<file path="config.mk">
export PLATFORM = sky130hd
export DESIGN_NAME = rc_nrzi_unstuff_flat
export DESIGN_NICKNAME = d
export VERILOG_FILES = /design/src/rtl/usb_rx_pkg.sv /design/src/rtl/rc_nrzi_unstuff_if.sv /design/src/rtl/rc_nrzi_unstuff_counter.sv /design/src/rtl/rc_nrzi_unstuff.sv /design/src/flat_wrapper.sv
export SDC_FILE = /design/constraint.sdc
export NUM_CORES = 1
export LEC_CHECK = 0
export CORE_MARGIN = 8
export CORE_UTILIZATION = 48
export DETAILED_ROUTE_END_ITERATION = 10
export PLACE_DENSITY = 0.82
export SYNTH_ARGS = -nofsm -noshare
export SYNTH_HDL_FRONTEND = slang
export SYNTH_HIERARCHICAL = 1
export SYNTH_SLANG_ARGS = --single-unit
</file>
<file path="constraint.sdc">
create_clock -name clk -period 2.6 [get_ports clk]
set_input_delay 0.52 -clock clk [delete_from_list [all_inputs] [get_ports clk]]
set_output_delay 0.52 -clock clk [all_outputs]
set_load 0.02 [all_outputs]
</file>
<file path="src/rtl/usb_rx_pkg.sv">
// ---------------------------------------------------------------------------
// usb_rx_pkg
//   Shared definitions for the USB receive path: line-level encodings,
//   default bit-stuffing limit and the NRZI/unstuff stage state encoding.
// ---------------------------------------------------------------------------
package usb_rx_pkg;

  // Line levels as seen on the differential pair after the receiver.
  localparam logic LVL_K = 1'b0;
  localparam logic LVL_J = 1'b1;

  // Consecutive decoded 1s after which the transmitter inserts a 0.
  localparam int STUFF_LIMIT_DFLT = 6;

  // Delivered-bit counter width; covers the longest data payload.
  localparam int CNT_W_DFLT = 7;

  typedef enum logic [1:0] {
    IDLE,
    ACTIVE,
    ERR
  } rc_nrzi_state_t;

endpackage

</file>
<file path="src/rtl/rc_nrzi_unstuff_if.sv">
// ---------------------------------------------------------------------------
// rc_nrzi_unstuff_if
//   Bundle between the SYNC/EOP receiver (line side), the NRZI decode /
//   unstuff stage, and the packet shift/CRC stage (data side).
//   Line side : abort, start_rc_nrzi, end_rc_nrzi, dpdm_error, s_in
//   Data side : d_out, d_valid, pkt_start, pkt_end, stuff_error, bit_count
//   modport master : the environment driving the line side
//   modport slave  : the decode/unstuff stage
// ---------------------------------------------------------------------------
interface rc_nrzi_unstuff_if
  import usb_rx_pkg::*;
#(
  parameter int CNT_W = CNT_W_DFLT
);

  logic             abort;
  logic             start_rc_nrzi;
  logic             end_rc_nrzi;
  logic             dpdm_error;
  logic             s_in;

  logic             d_out;
  logic             d_valid;
  logic             pkt_start;
  logic             pkt_end;
  logic             stuff_error;
  logic [CNT_W-1:0] bit_count;

  modport master (
    output abort, start_rc_nrzi, end_rc_nrzi, dpdm_error, s_in,
    input  d_out, d_valid, pkt_start, pkt_end, stuff_error, bit_count
  );

  modport slave (
    input  abort, start_rc_nrzi, end_rc_nrzi, dpdm_error, s_in,
    output d_out, d_valid, pkt_start, pkt_end, stuff_error, bit_count
  );

endinterface

</file>
<file path="src/rtl/rc_nrzi_unstuff_counter.sv">
// ---------------------------------------------------------------------------
// rc_nrzi_unstuff_counter
//   Plain up-counter with synchronous clear (priority) and enable.
//   Saturation, if wanted, is the caller's job via en.
//   clk, rst_n : clock, async active-low reset
//   clr        : synchronous clear to zero
//   en         : increment by one
//   q          : count value
// ---------------------------------------------------------------------------
module rc_nrzi_unstuff_counter #(
  parameter int W = 7
) (
  input  logic         clk,
  input  logic         rst_n,
  input  logic         clr,
  input  logic         en,
  output logic [W-1:0] q
);

  always_ff @(posedge clk or negedge rst_n) begin
    if (!rst_n) begin
      q <= '0;
    end else if (clr) begin
      q <= '0;
    end else if (en) begin
      q <= q + W'(1);
    end
  end

endmodule

</file>
<file path="src/rtl/rc_nrzi_unstuff.sv">
// ---------------------------------------------------------------------------
// rc_nrzi_unstuff
//   Receive-path stage after the SYNC/EOP receiver. Takes one line bit per
//   clk between start_rc_nrzi and end_rc_nrzi, NRZI-decodes it (no line
//   transition = 1), drops the stuffed 0 that follows STUFF_LIMIT ones and
//   flags a stuffing violation when that 0 is missing. All outputs are
//   registered, one clk after the input that caused them.
//   clk, rst_n : bit clock, async active-low reset
//   bus        : rc_nrzi_unstuff_if.slave (line-side inputs, data-side outputs)
// ---------------------------------------------------------------------------
module rc_nrzi_unstuff
  import usb_rx_pkg::*;
#(
  parameter int STUFF_LIMIT = STUFF_LIMIT_DFLT,
  parameter int CNT_W       = CNT_W_DFLT
) (
  input  logic                clk,
  input  logic                rst_n,
  rc_nrzi_unstuff_if.slave    bus
);

  localparam logic [2:0] ONES_LIMIT = 3'(STUFF_LIMIT);

  rc_nrzi_state_t   state, state_d;
  logic             prev_lvl, prev_lvl_d;
  logic [2:0]       ones_cnt, ones_cnt_d;

  logic             d_out_q, d_out_d;
  logic             d_valid_q, d_valid_d;
  logic             pkt_start_q, pkt_start_d;
  logic             pkt_end_q, pkt_end_d;
  logic             stuff_error_q, stuff_error_d;

  logic             load;
  logic             dec;
  logic             cnt_clr;
  logic             cnt_inc;
  logic [CNT_W-1:0] bit_count;

  // A new packet is accepted from IDLE or (as a restart) from ACTIVE;
  // ERR only leaves through abort, and abort beats everything.
  assign load = ~bus.abort & bus.start_rc_nrzi & (state != ERR);

  // NRZI: a repeated level decodes to 1, a transition to 0.
  assign dec = ~(bus.s_in ^ prev_lvl);

  // NOTE: every signal written here gets a default first, so no path can
  // leave one unassigned and infer a latch.
  always_comb begin
    state_d       = state;
    prev_lvl_d    = prev_lvl;
    ones_cnt_d    = ones_cnt;
    d_out_d       = 1'b0;
    d_valid_d     = 1'b0;
    pkt_start_d   = 1'b0;
    pkt_end_d     = 1'b0;
    stuff_error_d = stuff_error_q;
    cnt_clr       = 1'b0;
    cnt_inc       = 1'b0;

    if (bus.abort) begin
      state_d       = IDLE;
      prev_lvl_d    = LVL_K;
      ones_cnt_d    = '0;
      stuff_error_d = 1'b0;
      cnt_clr       = 1'b1;
    end else if (load) begin
      // The last SYNC bit is a K and decodes as the packet's first 1.
      state_d     = ACTIVE;
      prev_lvl_d  = LVL_K;
      ones_cnt_d  = 3'd1;
      pkt_start_d = 1'b1;
      cnt_clr     = 1'b1;
    end else begin
      case (state)
        ACTIVE: begin
          if (bus.dpdm_error) begin
            state_d = IDLE;
          end else if (bus.end_rc_nrzi) begin
            state_d   = IDLE;
            pkt_end_d = 1'b1;
          end else begin
            prev_lvl_d = bus.s_in;
            if (ones_cnt == ONES_LIMIT) begin
              if (dec) begin
                state_d       = ERR;
                stuff_error_d = 1'b1;
              end else begin
                ones_cnt_d = '0;
              end
            end else begin
              d_out_d    = dec;
              d_valid_d  = 1'b1;
              cnt_inc    = 1'b1;
              ones_cnt_d = dec ? ones_cnt + 3'd1 : 3'd0;
            end
          end
        end
        IDLE, ERR: ;
        default: state_d = IDLE;
      endcase
    end
  end

  // NOTE: state elements use non-blocking assignments so every register
  // samples the pre-edge values regardless of statement order.
  always_ff @(posedge clk or negedge rst_n) begin
    if (!rst_n) begin
      state         <= IDLE;
      prev_lvl      <= LVL_K;
      ones_cnt      <= '0;
      d_out_q       <= 1'b0;
      d_valid_q     <= 1'b0;
      pkt_start_q   <= 1'b0;
      pkt_end_q     <= 1'b0;
      stuff_error_q <= 1'b0;
    end else begin
      state         <= state_d;
      prev_lvl      <= prev_lvl_d;
      ones_cnt      <= ones_cnt_d;
      d_out_q       <= d_out_d;
      d_valid_q     <= d_valid_d;
      pkt_start_q   <= pkt_start_d;
      pkt_end_q     <= pkt_end_d;
      stuff_error_q <= stuff_error_d;
    end
  end

  // Counts alongside d_valid so bit_count and the bit it covers appear
  // together; holds at all-ones rather than wrapping.
  rc_nrzi_unstuff_counter #(
    .W (CNT_W)
  ) u_bit_cnt (
    .clk   (clk),
    .rst_n (rst_n),
    .clr   (cnt_clr),
    .en    (cnt_inc & ~(&bit_count)),
    .q     (bit_count)
  );

  assign bus.d_out       = d_out_q;
  assign bus.d_valid     = d_valid_q;
  assign bus.pkt_start   = pkt_start_q;
  assign bus.pkt_end     = pkt_end_q;
  assign bus.stuff_error = stuff_error_q;
  assign bus.bit_count   = bit_count;

endmodule

</file>
<file path="src/flat_wrapper.sv">
// flat-port wrapper written by rule: the top's interface ports become plain ports
module rc_nrzi_unstuff_flat import usb_rx_pkg::*;
#(
  parameter int STUFF_LIMIT = STUFF_LIMIT_DFLT,
  parameter int CNT_W       = CNT_W_DFLT
)
  (clk, rst_n, bus_abort, bus_start_rc_nrzi, bus_end_rc_nrzi, bus_dpdm_error, bus_s_in, bus_d_out, bus_d_valid, bus_pkt_start, bus_pkt_end, bus_stuff_error, bus_bit_count);
  rc_nrzi_unstuff_if #(.CNT_W(CNT_W)) bus_i ();
  input  logic clk;
  input  logic rst_n;
  input wire logic [$bits(bus_i.abort)-1:0] bus_abort;
  input wire logic [$bits(bus_i.start_rc_nrzi)-1:0] bus_start_rc_nrzi;
  input wire logic [$bits(bus_i.end_rc_nrzi)-1:0] bus_end_rc_nrzi;
  input wire logic [$bits(bus_i.dpdm_error)-1:0] bus_dpdm_error;
  input wire logic [$bits(bus_i.s_in)-1:0] bus_s_in;
  output wire logic [$bits(bus_i.d_out)-1:0] bus_d_out;
  output wire logic [$bits(bus_i.d_valid)-1:0] bus_d_valid;
  output wire logic [$bits(bus_i.pkt_start)-1:0] bus_pkt_start;
  output wire logic [$bits(bus_i.pkt_end)-1:0] bus_pkt_end;
  output wire logic [$bits(bus_i.stuff_error)-1:0] bus_stuff_error;
  output wire logic [$bits(bus_i.bit_count)-1:0] bus_bit_count;
  assign bus_i.abort = bus_abort;
  assign bus_i.start_rc_nrzi = bus_start_rc_nrzi;
  assign bus_i.end_rc_nrzi = bus_end_rc_nrzi;
  assign bus_i.dpdm_error = bus_dpdm_error;
  assign bus_i.s_in = bus_s_in;
  assign bus_d_out = bus_i.d_out;
  assign bus_d_valid = bus_i.d_valid;
  assign bus_pkt_start = bus_i.pkt_start;
  assign bus_pkt_end = bus_i.pkt_end;
  assign bus_stuff_error = bus_i.stuff_error;
  assign bus_bit_count = bus_i.bit_count;
  rc_nrzi_unstuff #(.STUFF_LIMIT(STUFF_LIMIT), .CNT_W(CNT_W)) u_core (.clk(clk), .rst_n(rst_n), .bus(bus_i));
endmodule
</file>
==> reports/metrics.csv, run 1 <==
metric,value,unit
wl_per_cell,13.7,um
place_congestion,0.797,
drc,0,
ys_types,28,
synthTopCellsByArea,"dfrtp_1 52%, ha_1 4.4%, xor2_1 4.1%, nor2_1 3.9%, a21oi_1 3.5%",
syn-num-nets,94,
cp-start-kind,primary input,
design_area,1130,um2
fin_crit,2.30,ns
setup_viol,0,
finalWirelength,1830,um
port_buffers,18,
post_cts_buffers,0,
grt_pass1_wl,3010,um
num_vias,726,
seq_area_frac_synth,52.2,%
hold_buffers,0,
n_fill_cell,146,
antenna_cells,0,
maxCapViolCount,0,
synth_top_area_share,52.2,%
syn_area,862,um2
setup-tns-final,0,ns
cts_buffers,3,
track_usage,11.2,%
rsz0062_at_grt,no,
p_leak,0.461,nW
powerDensity,440,nW/um2
layout_setup_ws,0.295,ns
hold_path_class,register to register,
slew_headroom,48.1,%
hp-start,u_core/bus.stuff_error,
rr_worst_depth,8,
hold_violations,0,
skew,0.00467,ns
mostFrequentLayoutCells,"18 x clkdlybuf4s50_1, 18 x dfrtp_1, 9 x nor2_1",
crit_fanout,3,
synth_seq_cells,18,
end_kind,register,
status,"finished, final reports clean",
final_util,66.1,%
cts-htree-levels,1,
nNetsFinal,119,
grt_max_degree,19,
async_flop_share,100,%
grt_overflow,0,
r2r_slack,0.53,ns
vias_per_cell,5.46,
root_buffer,clkbuf_4,
antenna_found_initial,0,
power,0.497,mW
drive_gt1_share,8.33,%
rows,15,
dieArea,3410,um2
crit_type,primary input to register,
worstSkewPairLatency,0.28,ns
area_growth,30.9,%
place_worst_setup_slack,0.00402,ns
drt_iter0_drc,12,
path_clk_slew,0.10,ns
core_area,1710,um2
start_util,50.5,%
synth_edf_count,0,
die_x,58.4,um
syn_area_per_cell,10.3,um2
cts_sinks,18,
drt-pass1-iter-count,4,
multiInputGateArea,397,um2
required,2.81,ns
syn_inst,84,
max_freq,434,MHz
synth_top_flop_cell,dfrtp_1,
postPlaceCellArea,1090,um2
fin_crit_sh,88.6,%
holdPathStages,2,
ios,19,
worst_pin_slew,0.776,ns
cts_resized,0,
drtAntennaViolNets,0,
reg2reg_from,u_core/ones_cnt[0],
yosysTopAreaCell,dfrtp_1,
maxSlewViolCount,0,
grt_pass1_vias,721,
cts_tree,done,
cts.path.max_buffers,2,
max-vdd-ir-drop,0.328,mV
worst_r2r_endpoint,u_core/u_bit_cnt/q[6],
fp.dieH,58.4,um
ff_latch_area,450,um2
hpwl,1420,um
arrival,2.51,ns
yosysWarnings,6,
min_to,u_core/bus.stuff_error,
## how the worst max path moves through the flow
stage	startpoint	endpoint	slack, ns	depth (start not counted)
2_1_floorplan	bus_end_rc_nrzi	u_core/u_bit_cnt/q[6]	0.25	6
3_3_place_gp	bus_end_rc_nrzi	u_core/u_bit_cnt/q[6]	0.14	7
3_5_place_dp	bus_end_rc_nrzi	u_core/u_bit_cnt/q[6]	0.004	7
4_1_cts	bus_end_rc_nrzi	u_core/u_bit_cnt/q[6]	0.30	7
5_1_grt	bus_end_rc_nrzi	u_core/u_bit_cnt/q[5]	0.16	7
6_report	bus_end_rc_nrzi	u_core/u_bit_cnt/q[6]	0.30	7
## metrics by stage
stage                     cells  hold slack [ns]
after floorplan              84            0.224
after CTS                   133            0.538
after detailed placement    129            0.523
after global placement      129            0.529
after global routing        133            0.563
final                       133            0.536
## synthesized netlist by cell type, drive strengths merged, types with 3 or more instances
cell / n
inv: 3
nand4: 4
o21ai: 5
nor2: 9
or3: 3
a21oi: 6
ha: 3
nand2: 8
dfrtp: 18
xor2: 4
## layer usage
layer,vias to the layer above,wire [um],global-route usage (%)
met5,-,0,0
met2,20,927,20.9
met3,4,109,3.04
li1,348,-,-
met4,0,16,5.59
met1,354,774,10.9
## cell families after synthesis
group                    Yosys count  synth area share, %
AO/OA/AOI/OAI                     17                 11.6
XOR/XNOR                           6                 6.10
adder cells (fa/ha/maj)            3                 4.35
buffers and inverters              4                 1.74
flip-flops                        18                 52.2
multiplexers                       1                 1.16
AND/OR/NAND/NOR                   35                 22.8
## where the power goes
| group | leakage (nW) | switching [mW] | internal (mW) |
|---|---|---|---|
| sequential | 0.247 | 0.00255 | 0.284 |
| clock | 0.0210 | 0.0814 | 0.0852 |
| combinational | 0.192 | 0.0236 | 0.0203 |
## flip-flops by register name (all words and copies together) (netlist names)
register and cells:
u_core/state 2, u_core/bus.d_out 1, u_core/u_bit_cnt/q 7, u_core/ones_cnt 3, u_core/bus.pkt_start 1, u_core/bus.d_valid 1
u_core/prev_lvl 1, u_core/bus.stuff_error 1, u_core/bus.pkt_end 1
## critical path: stages
cell	delay, ns
clkdlybuf4s50_1	0.45
nor4b_2	0.34
nand2_1	0.14
nor3_1	0.32
nand4_1	0.20
or3_1	0.37
a21oi_1	0.16
## cell type report
type / instances / share of cell area (%)
sequential: 18 / 39.9
multi-input combinational: 62 / 35.1
timing repair buffer: 21 / 18.0
clock buffer: 4 / 3.22
tap: 25 / 2.77
inverter: 3 / 0.998
(Power assumes the default switching activity.)
==> inputs of run 2 (changes only) <==
Settings changed: SLEW_MARGIN set to 15.
==> results of run 2 <==
Final layout, timing and power as in run 1 (identical DEF).
==> inputs of run 3 (changes only) <==
Settings changed: CTS_CLUSTER_DIAMETER set to 40, SLEW_MARGIN 15 to 25.
==> results of run 3 <==
Final layout, timing and power as in run 1 (identical DEF).
